$ cat src/rtl/hazard_pkg.sv
`default_nettype none
// ============================================================================
//  Module      : hazard_pkg
//  Description : Shared types and helpers for the pipeline interlock and
//                bypass controller (scoreboard entry type, select width).
//  Revision    : 1.0 - initial release
// ============================================================================
package hazard_pkg;

  // Widest register address a scoreboard entry can hold.
  localparam int HZ_AW_MAX = 4;

  // Forwarding select value meaning "take the regfile read data".
  localparam int FWD_RF = 0;

  // One tracked in-flight instruction.
  typedef struct packed {
    logic                 valid;
    logic                 wr_en;
    logic [HZ_AW_MAX-1:0] addr;
    logic                 is_load;
  } hz_entry_t;

  // Bits needed to encode "regfile" plus one code per tracked stage.
  function automatic int sel_width(input int n);
    return $clog2(n + 1);
  endfunction

endpackage
`default_nettype wire

$ cat src/rtl/hz_fwd_match.sv
`default_nettype none
// ============================================================================
//  Module      : hz_fwd_match
//  Description : Bypass selection for one register read port. Finds the
//                youngest tracked stage writing the requested register,
//                muxes its result in place of the regfile data and flags a
//                load whose data is not yet available.
//  Revision    : 1.0 - initial release
// ============================================================================
module hz_fwd_match
  import hazard_pkg::*;
#(
  parameter int NSTAGES    = 3,
  parameter int AW         = 4,
  parameter int DW         = 16,
  parameter int LOAD_STAGE = 2,
  parameter int SW         = 2
) (
  input  hz_entry_t [NSTAGES-1:0] entries,
  input  logic                    rd_en,
  input  logic [AW-1:0]           rd_addr,
  input  logic [DW-1:0]           rf_data,
  input  logic [NSTAGES*DW-1:0]   stage_data,
  output logic [SW-1:0]           fwd_sel,
  output logic [DW-1:0]           rd_data,
  output logic                    load_hazard
);

  logic [HZ_AW_MAX-1:0] addr_ext;

  // Entries store addresses zero-extended to the package width.
  assign addr_ext = HZ_AW_MAX'(rd_addr);

  // Scan oldest to youngest so the youngest match is the one left standing.
  always_comb begin
    fwd_sel     = SW'(FWD_RF);
    rd_data     = rf_data;
    load_hazard = 1'b0;
    for (int s = NSTAGES - 1; s >= 0; s--) begin
      if (rd_en && entries[s].valid && entries[s].wr_en &&
          (entries[s].addr == addr_ext)) begin
        fwd_sel     = SW'(s + 1);
        rd_data     = stage_data[s*DW +: DW];
        load_hazard = entries[s].is_load && (s < LOAD_STAGE);
      end
    end
  end

endmodule
`default_nettype wire

$ cat src/rtl/hazard_unit.sv
`default_nettype none
// ============================================================================
//  Module      : hazard_unit
//  Description : Pipeline interlock and bypass controller. Tracks register
//                writes in flight in the post-decode stages, drives operand
//                forwarding, raises load-use stalls and squashes decode for a
//                window after a taken branch flush.
//                Optional build macro HAZARD_PERF_EN adds saturating 32-bit
//                stall and flush event counters.
//  Revision    : 1.0 - initial release
// ============================================================================
module hazard_unit
  import hazard_pkg::*;
#(
  parameter int AW          = 4,
  parameter int DW          = 16,
  parameter int NRD         = 2,
  parameter int NSTAGES     = 3,
  parameter int LOAD_STAGE  = 2,
  parameter int KILL_CYCLES = 2
) (
  input  logic                             clk,
  input  logic                             rst,
  input  logic                             dec_valid,
  input  logic [NRD-1:0]                   dec_rd_en,
  input  logic [NRD*AW-1:0]                dec_rd_addr,
  input  logic                             dec_wr_en,
  input  logic [AW-1:0]                    dec_wr_addr,
  input  logic                             dec_is_load,
  input  logic [NRD*DW-1:0]                rf_rd_data,
  input  logic [NSTAGES*DW-1:0]            stage_data,
  input  logic                             flush_req,
  output logic                             stall,
  output logic                             dec_kill,
  output logic [NRD*sel_width(NSTAGES)-1:0] fwd_sel,
  output logic [NRD*DW-1:0]                rd_data,
  output logic [NSTAGES-1:0]               stage_valid
`ifdef HAZARD_PERF_EN
  ,
  output logic [31:0]                      perf_stall_cnt,
  output logic [31:0]                      perf_flush_cnt
`endif
);

  localparam int SW = sel_width(NSTAGES);
  localparam int KW = $clog2(KILL_CYCLES + 1);
  localparam logic [KW-1:0] KILL_RELOAD = KW'(KILL_CYCLES - 1);

  hz_entry_t [NSTAGES-1:0] entries_q, entries_d;
  logic [KW-1:0]           kill_cnt_q, kill_cnt_d;
  logic [NRD-1:0]          load_haz;
  logic                    eff;

  // A flush kills the current slot; a nonzero counter kills the ones after.
  assign dec_kill = flush_req | (kill_cnt_q != '0);
  assign eff      = dec_valid & ~dec_kill;
  assign stall    = eff & (|load_haz);

  // One bypass matcher per read port.
  generate
    for (genvar i = 0; i < NRD; i++) begin : g_port
      hz_fwd_match #(
        .NSTAGES    (NSTAGES),
        .AW         (AW),
        .DW         (DW),
        .LOAD_STAGE (LOAD_STAGE),
        .SW         (SW)
      ) u_match (
        .entries     (entries_q),
        .rd_en       (dec_rd_en[i]),
        .rd_addr     (dec_rd_addr[i*AW +: AW]),
        .rf_data     (rf_rd_data[i*DW +: DW]),
        .stage_data  (stage_data),
        .fwd_sel     (fwd_sel[i*SW +: SW]),
        .rd_data     (rd_data[i*DW +: DW]),
        .load_hazard (load_haz[i])
      );
    end
  endgenerate

  // Shift the scoreboard down the pipe; EX takes decode only when it issues.
  always_comb begin
    entries_d = '0;
    for (int s = 1; s < NSTAGES; s++) begin
      entries_d[s] = entries_q[s-1];
    end
    if (eff && !stall) begin
      entries_d[0].valid   = 1'b1;
      entries_d[0].wr_en   = dec_wr_en;
      entries_d[0].addr    = HZ_AW_MAX'(dec_wr_addr);
      entries_d[0].is_load = dec_is_load;
    end
  end

  // Kill window: a flush reloads (never accumulates), otherwise count down.
  always_comb begin
    kill_cnt_d = kill_cnt_q;
    if (flush_req) begin
      kill_cnt_d = KILL_RELOAD;
    end else if (kill_cnt_q != '0) begin
      kill_cnt_d = kill_cnt_q - KW'(1);
    end
  end

  // Occupancy view of the tracked stages.
  always_comb begin
    stage_valid = '0;
    for (int s = 0; s < NSTAGES; s++) begin
      stage_valid[s] = entries_q[s].valid;
    end
  end

  // Scoreboard and kill counter registers.
  always_ff @(posedge clk) begin
    if (rst) begin
      entries_q  <= '0;
      kill_cnt_q <= '0;
    end else begin
      entries_q  <= entries_d;
      kill_cnt_q <= kill_cnt_d;
    end
  end

`ifdef HAZARD_PERF_EN
  logic [31:0] perf_stall_q, perf_stall_d;
  logic [31:0] perf_flush_q, perf_flush_d;

  // Saturating event counters.
  always_comb begin
    perf_stall_d = perf_stall_q;
    perf_flush_d = perf_flush_q;
    if (stall && (perf_stall_q != 32'hFFFF_FFFF)) begin
      perf_stall_d = perf_stall_q + 32'd1;
    end
    if (flush_req && (perf_flush_q != 32'hFFFF_FFFF)) begin
      perf_flush_d = perf_flush_q + 32'd1;
    end
  end

  // Counter registers.
  always_ff @(posedge clk) begin
    if (rst) begin
      perf_stall_q <= '0;
      perf_flush_q <= '0;
    end else begin
      perf_stall_q <= perf_stall_d;
      perf_flush_q <= perf_flush_d;
    end
  end

  assign perf_stall_cnt = perf_stall_q;
  assign perf_flush_cnt = perf_flush_q;
`endif

endmodule
`default_nettype wire
$ cat config.mk
export PLATFORM = sky130hd
export DESIGN_NAME = hazard_unit
export DESIGN_NICKNAME = d
export VERILOG_FILES = /design/src/rtl/hazard_pkg.sv /design/src/rtl/hz_fwd_match.sv /design/src/rtl/hazard_unit.sv
export SDC_FILE = /design/constraint.sdc
export NUM_CORES = 1
export LEC_CHECK = 0
export BUFFER_PORTS_ARGS = -buffer_cell sky130_fd_sc_hd__buf_2
export CORE_MARGIN = 1.5
export CORE_UTILIZATION = 45
export CTS_CLUSTER_SIZE = 30
export DETAILED_ROUTE_END_ITERATION = 6
export PLACE_DENSITY = 0.87
export SYNTH_ARGS = -nofsm -noshare
export SYNTH_HDL_FRONTEND = slang
export SYNTH_SLANG_ARGS = --single-unit
$ cat constraint.sdc
create_clock -name clk -period 5.1 [get_ports clk]
set_clock_uncertainty 0.2 [all_clocks]
set_input_delay 0.51 -clock clk [delete_from_list [all_inputs] [get_ports clk]]
set_output_delay 0.51 -clock clk [all_outputs]
set_load 0.005 [all_outputs]
# ---- Word level (Yosys, flattened, before mapping)
# Index checks and enable logic that the tools add are counted.
# W data, S select, Z words.
dict set report totals {
  wordCells 69
  input_bits 100
  register_bits 22
}
dict set report classes {
  mux 19
  add_sub_neg 1
  eq_ne 6
  reduce_logical 25
  bitwise 5
}
# op n
set op_table {}
lappend op_table {{$mux W16} 6}
lappend op_table {{$eq A4 B4 Y1} 6}
lappend op_table {{$logic_and A1 B1 Y1} 19}
lappend op_table {{$mux W2} 6}
lappend op_table {{$mux W7} 1}
lappend op_table {{$mux W1} 6}
lappend op_table {{$reduce_or A2 Y1} 3}
lappend op_table {{$reduce_bool A2 Y1} 2}
lappend op_table {{$and A1 B1 Y1} 2}
lappend op_table {{$not A1 Y1} 2}
lappend op_table {{$sub A2 B1 Y2 const B} 1}
lappend op_table {{$logic_not A1 Y1} 1}
lappend op_table {{$or A1 B1 Y1} 1}

# ---- Longest topological paths before layout
# Gate-level depths: netlist (run 1).
dict set report logic_depth {
  depth_word 11
  ltp_mapped 8
  ltp_nobuf 6
}

# ---- Modules after synthesis
# A second synthesis (run 1) with hierarchy kept.
dict set report unflattened {
  hier_cells 328
  hier_area_um2 2474.9
}
# module seq_area_each_um2 cells_per_inst instances area_each_um2
set by_module_without_submodules {}
lappend by_module_without_submodules {hz_fwd_match 0.0 133 2 870.8}
lappend by_module_without_submodules {hazard_unit 460.4 62 1 733.2}

# ---- Least setup slack after synthesis (run 1)
# No wires, ideal clock.
dict set report synth_path {
  kind {input to output}
  from {input dec_rd_addr[1]}
  to {output rd_data[10]}
  n_path_buf 2
  cell_stages 6
  arrival_time_ps 1850
  required_time_ps 4390
  setup_slack_ps 2540
  cell_sequence {xor2_1 or4_1 clkbuf_1 clkbuf_1 a311oi_1 a21o_1}
}
dict set report synth_via {
  elab_chain_cells 5
  word_cells_on_any_way 9
}
# item line
set synth_lines {}
lappend synth_lines {{start: declaration} hazard_unit.sv:26} ;# input logic [NRD*AW-1:0] dec_rd_addr,
lappend synth_lines {{$eq A4 B4 Y1} hz_fwd_match.sv:41} ;# (entries[s].addr == addr_ext)) begin
lappend synth_lines {{$logic_and A1 B1 Y1} hz_fwd_match.sv:40} ;# if (rd_en && entries[s].valid && entries[s].wr_en &&
lappend synth_lines {{$mux W16 (2 in a row)} hz_fwd_match.sv:40}
lappend synth_lines {{$mux W16 *} hz_fwd_match.sv:40}
lappend synth_lines {{end: declaration} hazard_unit.sv:36} ;# output logic [NRD*DW-1:0] rd_data,
# Every way passes the cells marked *; elsewhere a longest branch is shown, timed or not.

# ---- Worst setup path in the final report (run 1)
dict set report layout_path {
  from {input dec_rd_addr[1]}
  to {output stall}
}
dict set report layout_via {
  elab_chain_cells 6
  word_cells_on_any_way 8
}
# item line
set layout_lines {}
lappend layout_lines {{$eq A4 B4 Y1} hz_fwd_match.sv:41}
lappend layout_lines {{$logic_and A1 B1 Y1} hz_fwd_match.sv:40}
lappend layout_lines {{$mux W1} hz_fwd_match.sv:40}
lappend layout_lines {{$mux W1 *} hz_fwd_match.sv:40}
lappend layout_lines {{$reduce_or A2 Y1 *} hazard_unit.sv:57} ;# assign stall = eff & (|load_haz);
lappend layout_lines {{$and A1 B1 Y1 *} hazard_unit.sv:57}
lappend layout_lines {{end: declaration} hazard_unit.sv:33} ;# output logic stall,
# Marked as above.

==> results of run 1 <==
-- cells in the mapped netlist --
cell and n:
xor2_1 14, a2111oi_4 1, nand4_1 6, o21ai_1 1, o22ai_1 1, inv_1 2, o21ai_0 16, nand2b_1 1
buf_4 3, and4_1 3, nand3b_1 1, nand3_1 3, ha_1 1, a21oi_1 5, nor3_1 3, buf_2 4
and2_1 7, dfxtp_1 22, xnor2_1 11, a31oi_1 15, clkbuf_1 15, nor2_1 22, a311oi_1 16, and3_1 1
a21o_1 32, or4_1 1, nor2b_1 13, nand2_1 66, nor4_4 1, o21a_1 1, buf_1 2
-- metal layers --
metal	wire length, um	up-vias	part of all wire [%]
met5	0	-	0
met3	505	17	7.7
met4	123	0	1.9
met2	3272	143	50
li1	-	1260	-
met1	2670	1168	41
-- cells by family (layout without fill, tap and decap cells) --
group           after synthesis  in the layout  share of synthesized area (%)
flops                        22             22                          21.92
simple gates                128            128                          29.76
xor+xnor                     25             25                          10.90
fa+ha+maj                     1              1                         0.6226
compound gates               88             88                          31.13
buf+inv                      26            147                          5.666
-- power groups by stage --
stage	Sequential [mW]	Clock (mW)	Combinational (mW)
6_report	0.179	0.102	0.116
5_1_grt	0.180	0.112	0.128
4_1_cts	0.179	0.104	0.116
3_5_place_dp	0.183	0	0.115
3_3_place_gp	0.183	0	0.112
2_1_floorplan	0.183	0	0.0494
-- cell type report --
cell class | count | area (um^2)
Inverter | 2 | 7.507
Multi-Input combinational cell | 242 | 1455
Tap cell | 52 | 65.06
Clock buffer | 3 | 41.29
Sequential cell | 22 | 440.4
Fill cell | 407 | 1599
Timing Repair Buffer | 142 | 715.7
-- per-stage QoR --
stage	util, %	instance area [um^2]	hold WS (ps)	std cells
6_report	63.02	2725	250.4	463
5_1_grt	63.02	2725	245.0	463
4_1_cts	63.02	2725	248.7	463
3_5_place_dp	62.07	2684	264.7	460
3_3_place_gp	62.07	2684	255.1	460
2_1_floorplan	-	2009	238.6	290
-- state kept, by name, indices dropped and copies added, names as in the netlist --
register	cells
entries_d	12
entries_q	5
kill_cnt_q	2
stage_valid	3
-- worst max-delay path: stages --
cell	delay, ps
buf_2	130
xor2_1	140
or4_1	1020
o22ai_1	460
a21oi_1	120
nor2_1	100
buf_2	120
-- path summary, 6_finish.rpt --
path	from	to	slack [ps]	cells past startpoint
hold reg to reg	entries_d[7]	entries_d[14]	280	1
setup / recovery	dec_rd_addr[1]	stall	1770	7
setup reg to reg	entries_d[15]	entries_d[11]	2340	5
hold / removal	dec_wr_en	entries_d[12]	250	2
==> run_results.csv, run 1 <==
group,metric,value,unit
clock_tree,cts.htree.levels,1,
finish,synthToLayoutAreaGrowth,35.62,%
clock_tree,clk_pin_slew,70,ps
clock_tree,cts_setup_buffers,0,
timing,hold_viol,0,
worst_setup_path,crit_path_start_kind,"input pin",
global_routing,grt-busiest-layer,"met2",
power,power,0.3980,mW
clock_tree,insertion_delay,250,ps
timing,setup_tns,0,ps
global_routing,track_usage,25.54,%
synthesis,synth_seq_cells,22,
clock_tree,hold_buffers,0,
synthesis,syn_nets,391,
floorplan,die_y,69.83,um
worst_setup_path,cp-end-kind,"output port",
floorplan,fp.dieW,69.83,um
timing,slew_headroom,26.68,%
global_routing,grt.met2_usage,45.82,%
finish,layout_common_cells,"140 x buf_2, 66 x nand2_1, 32 x a21o_1",
worst_setup_path,cp.required,4390,ps
floorplan,dieArea,4876,um^2
timing,finalMaxSlewViolations,0,
finish,drive_gt1_share,35.77,%
route,vias_per_cell,5.590,
global_routing,grt-ovfl-total,0,
global_routing,antenna_found_initial,0,
outcome,outcome,"completed",
worst_setup_path,cp_max_fo,35,
timing,setup_slack,1775,ps
route,wl_per_cell,14.19,um
timing,rsz0062_at_grt,"false",
place,dpl.hpwl,5.101,mm
worst_setup_path,cp.arrival,2620,ps
clock_tree,post_cts_resize_count,0,
timing,setup-violations-final,0,
power,seqPwrFrac,45.1,%
power,p_per_area,146.1,nW/um^2
route,drt_wl_total,6.571,mm
power,netSwitchingFraction,26.53,%
floorplan,core_area,4324,um^2
route,drt_iter0_drc,238,
timing,fmax,300.7,MHz
flow_run,drv_cap,0,
floorplan,ios,141,
synthesis,synth_cell_types,31,
global_routing,grt_util_met1,31.87,%
power,internal-power,0.2924,mW
global_routing,met3_usage,3.343,%
worst_hold_path,hp-class,"in -> reg",
synthesis,ys_warn_count,0,
route,drc,0,
power,power.share.clock,25.8,%
floorplan,rows,24,
finish,nets,514,
clock_tree,cts_root_buf,"clkbuf_8",
route,dr.pass1.iters,5,
timing,min_period_over_period,65.20,%
power,p_comb_share,29.2,%
clock_tree,cts.sinks,22,
synthesis,syn_avg_cell_area,6.929,um^2
clock_tree,cts_tree,"yes",
synthesis,syn_area,2009,um^2
worst_setup_path,crit_type,"in -> out",
clock_tree,cts_buffer_depth,2,
power,ir_drop,0.0001853,V
floorplan,initial_core_util,46.47,%
synthesis,netlist_top_cells_area,"dfxtp_1 22%, nand2_1 12%, a21o_1 12%",
synthesis,synth_top_area_cell,"dfxtp_1",
route,num_vias,2588,
power,power.net_switching,0.1056,mW
global_routing,grt_pass1_vias,2340,
route,postRouteAntennaNets,0,
place,gp_congestion,0.9355,
clock_tree,cts_buffers,3,
synthesis,synth_top_area_share,21.92,%
timing,fin_crit,3325,ps
timing,worstMarginPinSlew,1100,ps
finish,layout_commonest_cell,"buf_2",
place,io_buffer_count,140,
power,p_leak,1.498,nW
synthesis,yosysSeqAreaShare,21.92,%
global_routing,grt_pass1_wl,10.41,mm
synthesis,synthCells,290,
global_routing,grt_max_degree,36,
finish,diodes,0,
place,pre_cts_slack,1788,ps
Note: power is estimated with default switching activity, not from simulation.
==> inputs of run 2 (changes only) <==
- CORE_UTILIZATION: 45 -> 38
- PLACE_DENSITY: 0.87 -> 0.78
- clock period: 5.1 -> 2.8 ns (I/O delays scaled with it)
==> run_results.csv, run 2 (same netlist as run 1, synthesis figures left out) <==
group,metric,value,unit
outcome,outcome,"completed",
floorplan,fp.dieW,75.72,um
global_routing,antenna_found_initial,0,
floorplan,core_area,5107,um^2
timing,whs,3.344,ps
worst_setup_path,crit_type,"reg -> out",
route,vias_per_cell,5.346,
power,p_leak,1.547,nW
route,postRouteAntennaNets,0,
clock_tree,cts.htree.levels,1,
timing,setup-violations-final,0,
route,drt_iter0_drc,102,
finish,layout_commonest_cell,"buf_2",
finish,diodes,0,
timing,fin_crit,2607,ps
worst_setup_path,cp_max_fo,34,
finish,multiInputGateArea,1455,um^2
global_routing,grt_pass1_vias,2257,
worst_setup_path,cp.arrival,2130,ps
floorplan,ios,141,
place,io_buffer_count,140,
power,p_per_area,270.9,nW/um^2
clock_tree,cts_setup_buffers,0,
worst_setup_path,crit_path_start_kind,"register",
route,num_vias,2625,
finish,layout_common_cells,"140 x buf_2, 66 x nand2_1, 32 x a21o_1",
clock_tree,insertion_delay,270,ps
global_routing,grt-ovfl-total,0,
clock_tree,cts_tree,"yes",
clock_tree,cts_buffer_depth,2,
route,dr.pass1.iters,4,
global_routing,grt_max_degree,35,
floorplan,die_y,75.72,um
flow_run,drv_cap,0,
power,ir_drop,0.0003209,V
clock_tree,post_cts_resize_count,0,
finish,seqCellArea,440.4,um^2
timing,min_period_over_period,93.12,%
floorplan,rows,26,
timing,slew_headroom,73.96,%
timing,finalMaxSlewViolations,0,
worst_setup_path,cp.required,2320,ps
timing,setup_tns,0,ps
timing,rsz0062_at_grt,"false",
timing,worstMarginPinSlew,390.6,ps
global_routing,track_usage,23.02,%
timing,fmax,383.5,MHz
clock_tree,cts_root_buf,"clkbuf_8",
worst_hold_path,hp-class,"in -> reg",
place,gp_congestion,0.8471,
finish,instances_no_fill,491,
route,drc,0,
floorplan,dieArea,5734,um^2
worst_setup_path,cp-end-kind,"output port",
clock_tree,clk_pin_slew,70,ps
route,wl_per_cell,14.35,um
finish,fill_cells,498,
finish,largest_register_ff_count,12,
place,placed_cells,487,
finish,nets,523,
clock_tree,cts_buffers,3,
finish,drive_gt1_share,37.29,%
floorplan,initial_core_util,39.34,%
timing,hold_viol,0,
route,drt_wl_total,7.044,mm
global_routing,grt_pass1_wl,10.07,mm
clock_tree,cts.sinks,22,
place,dpl.hpwl,5.333,mm
finish,synthToLayoutAreaGrowth,40.78,%
clock_tree,hold_buffers,0,
==> run 2: cell types whose count changed in the layout (fill, tap and decap cells not counted), sizes merged <==
cell    previous run  this run
buf              142       151
clkbuf             3         4
==> run 2: cell type report <==
| cell class | count | area share (%) |
|---|---|---|
| clock buffer | 4 | 1.946 |
| tap | 70 | 3.096 |
| sequential | 22 | 15.57 |
| timing repair buffer | 151 | 27.69 |
| inverter | 2 | 0.2654 |
| multi-input combinational | 242 | 51.44 |
==> run 2: worst paths after layout <==
check                                      to  slack, ps           start  depth (start not counted)
worst min register to register  entries_d[14]        280    entries_d[7]                          1
worst min-delay path            entries_d[10]          3  dec_wr_addr[2]                          2
worst max-delay path               rd_data[6]        190   entries_d[17]                          7
worst max register to register   entries_d[7]        510    entries_d[9]                          6
==> run 2: where the power goes <==
part           switching (mW)  internal [mW]  leakage [nW]  total [mW]
clock network           0.102          0.126        0.0288       0.227
logic                  0.0960          0.117          1.34       0.213
registers             0.00615          0.321         0.178       0.327
total                   0.204          0.563          1.55       0.766
==> run 2: per-layer routing <==
metal	vias up	wire [um]	track usage [%]
met3	23	532	3.042
li1	1279	-	-
met1	1188	2868	25.90
met4	0	187	10.52
met5	-	0	0
met2	135	3456	42.79
==> run 2: critical path, cell delays in order, from the launching register on <==
cell and delay, ps:
dfxtp_1 380, xnor2_1 140, nand4_1 100, or4_1 440, buf_4 260, a311oi_1 260
a21o_1 150, buf_2 120
==> run 2: through the flow <==
step / power, mW / util [%] / area (um^2) / worst slack (ps)
5_1_grt: 0.8069 / 55.39 / 2829 / 70.52
3_5_place_dp: 0.5443 / 54.31 / 2774 / 435.5
6_report: 0.7664 / 55.39 / 2829 / 192.7
3_3_place_gp: 0.5410 / 54.31 / 2774 / 415.8
4_1_cts: 0.7712 / 55.39 / 2829 / 202.3
2_1_floorplan: 0.4226 / - / 2009 / 642.7
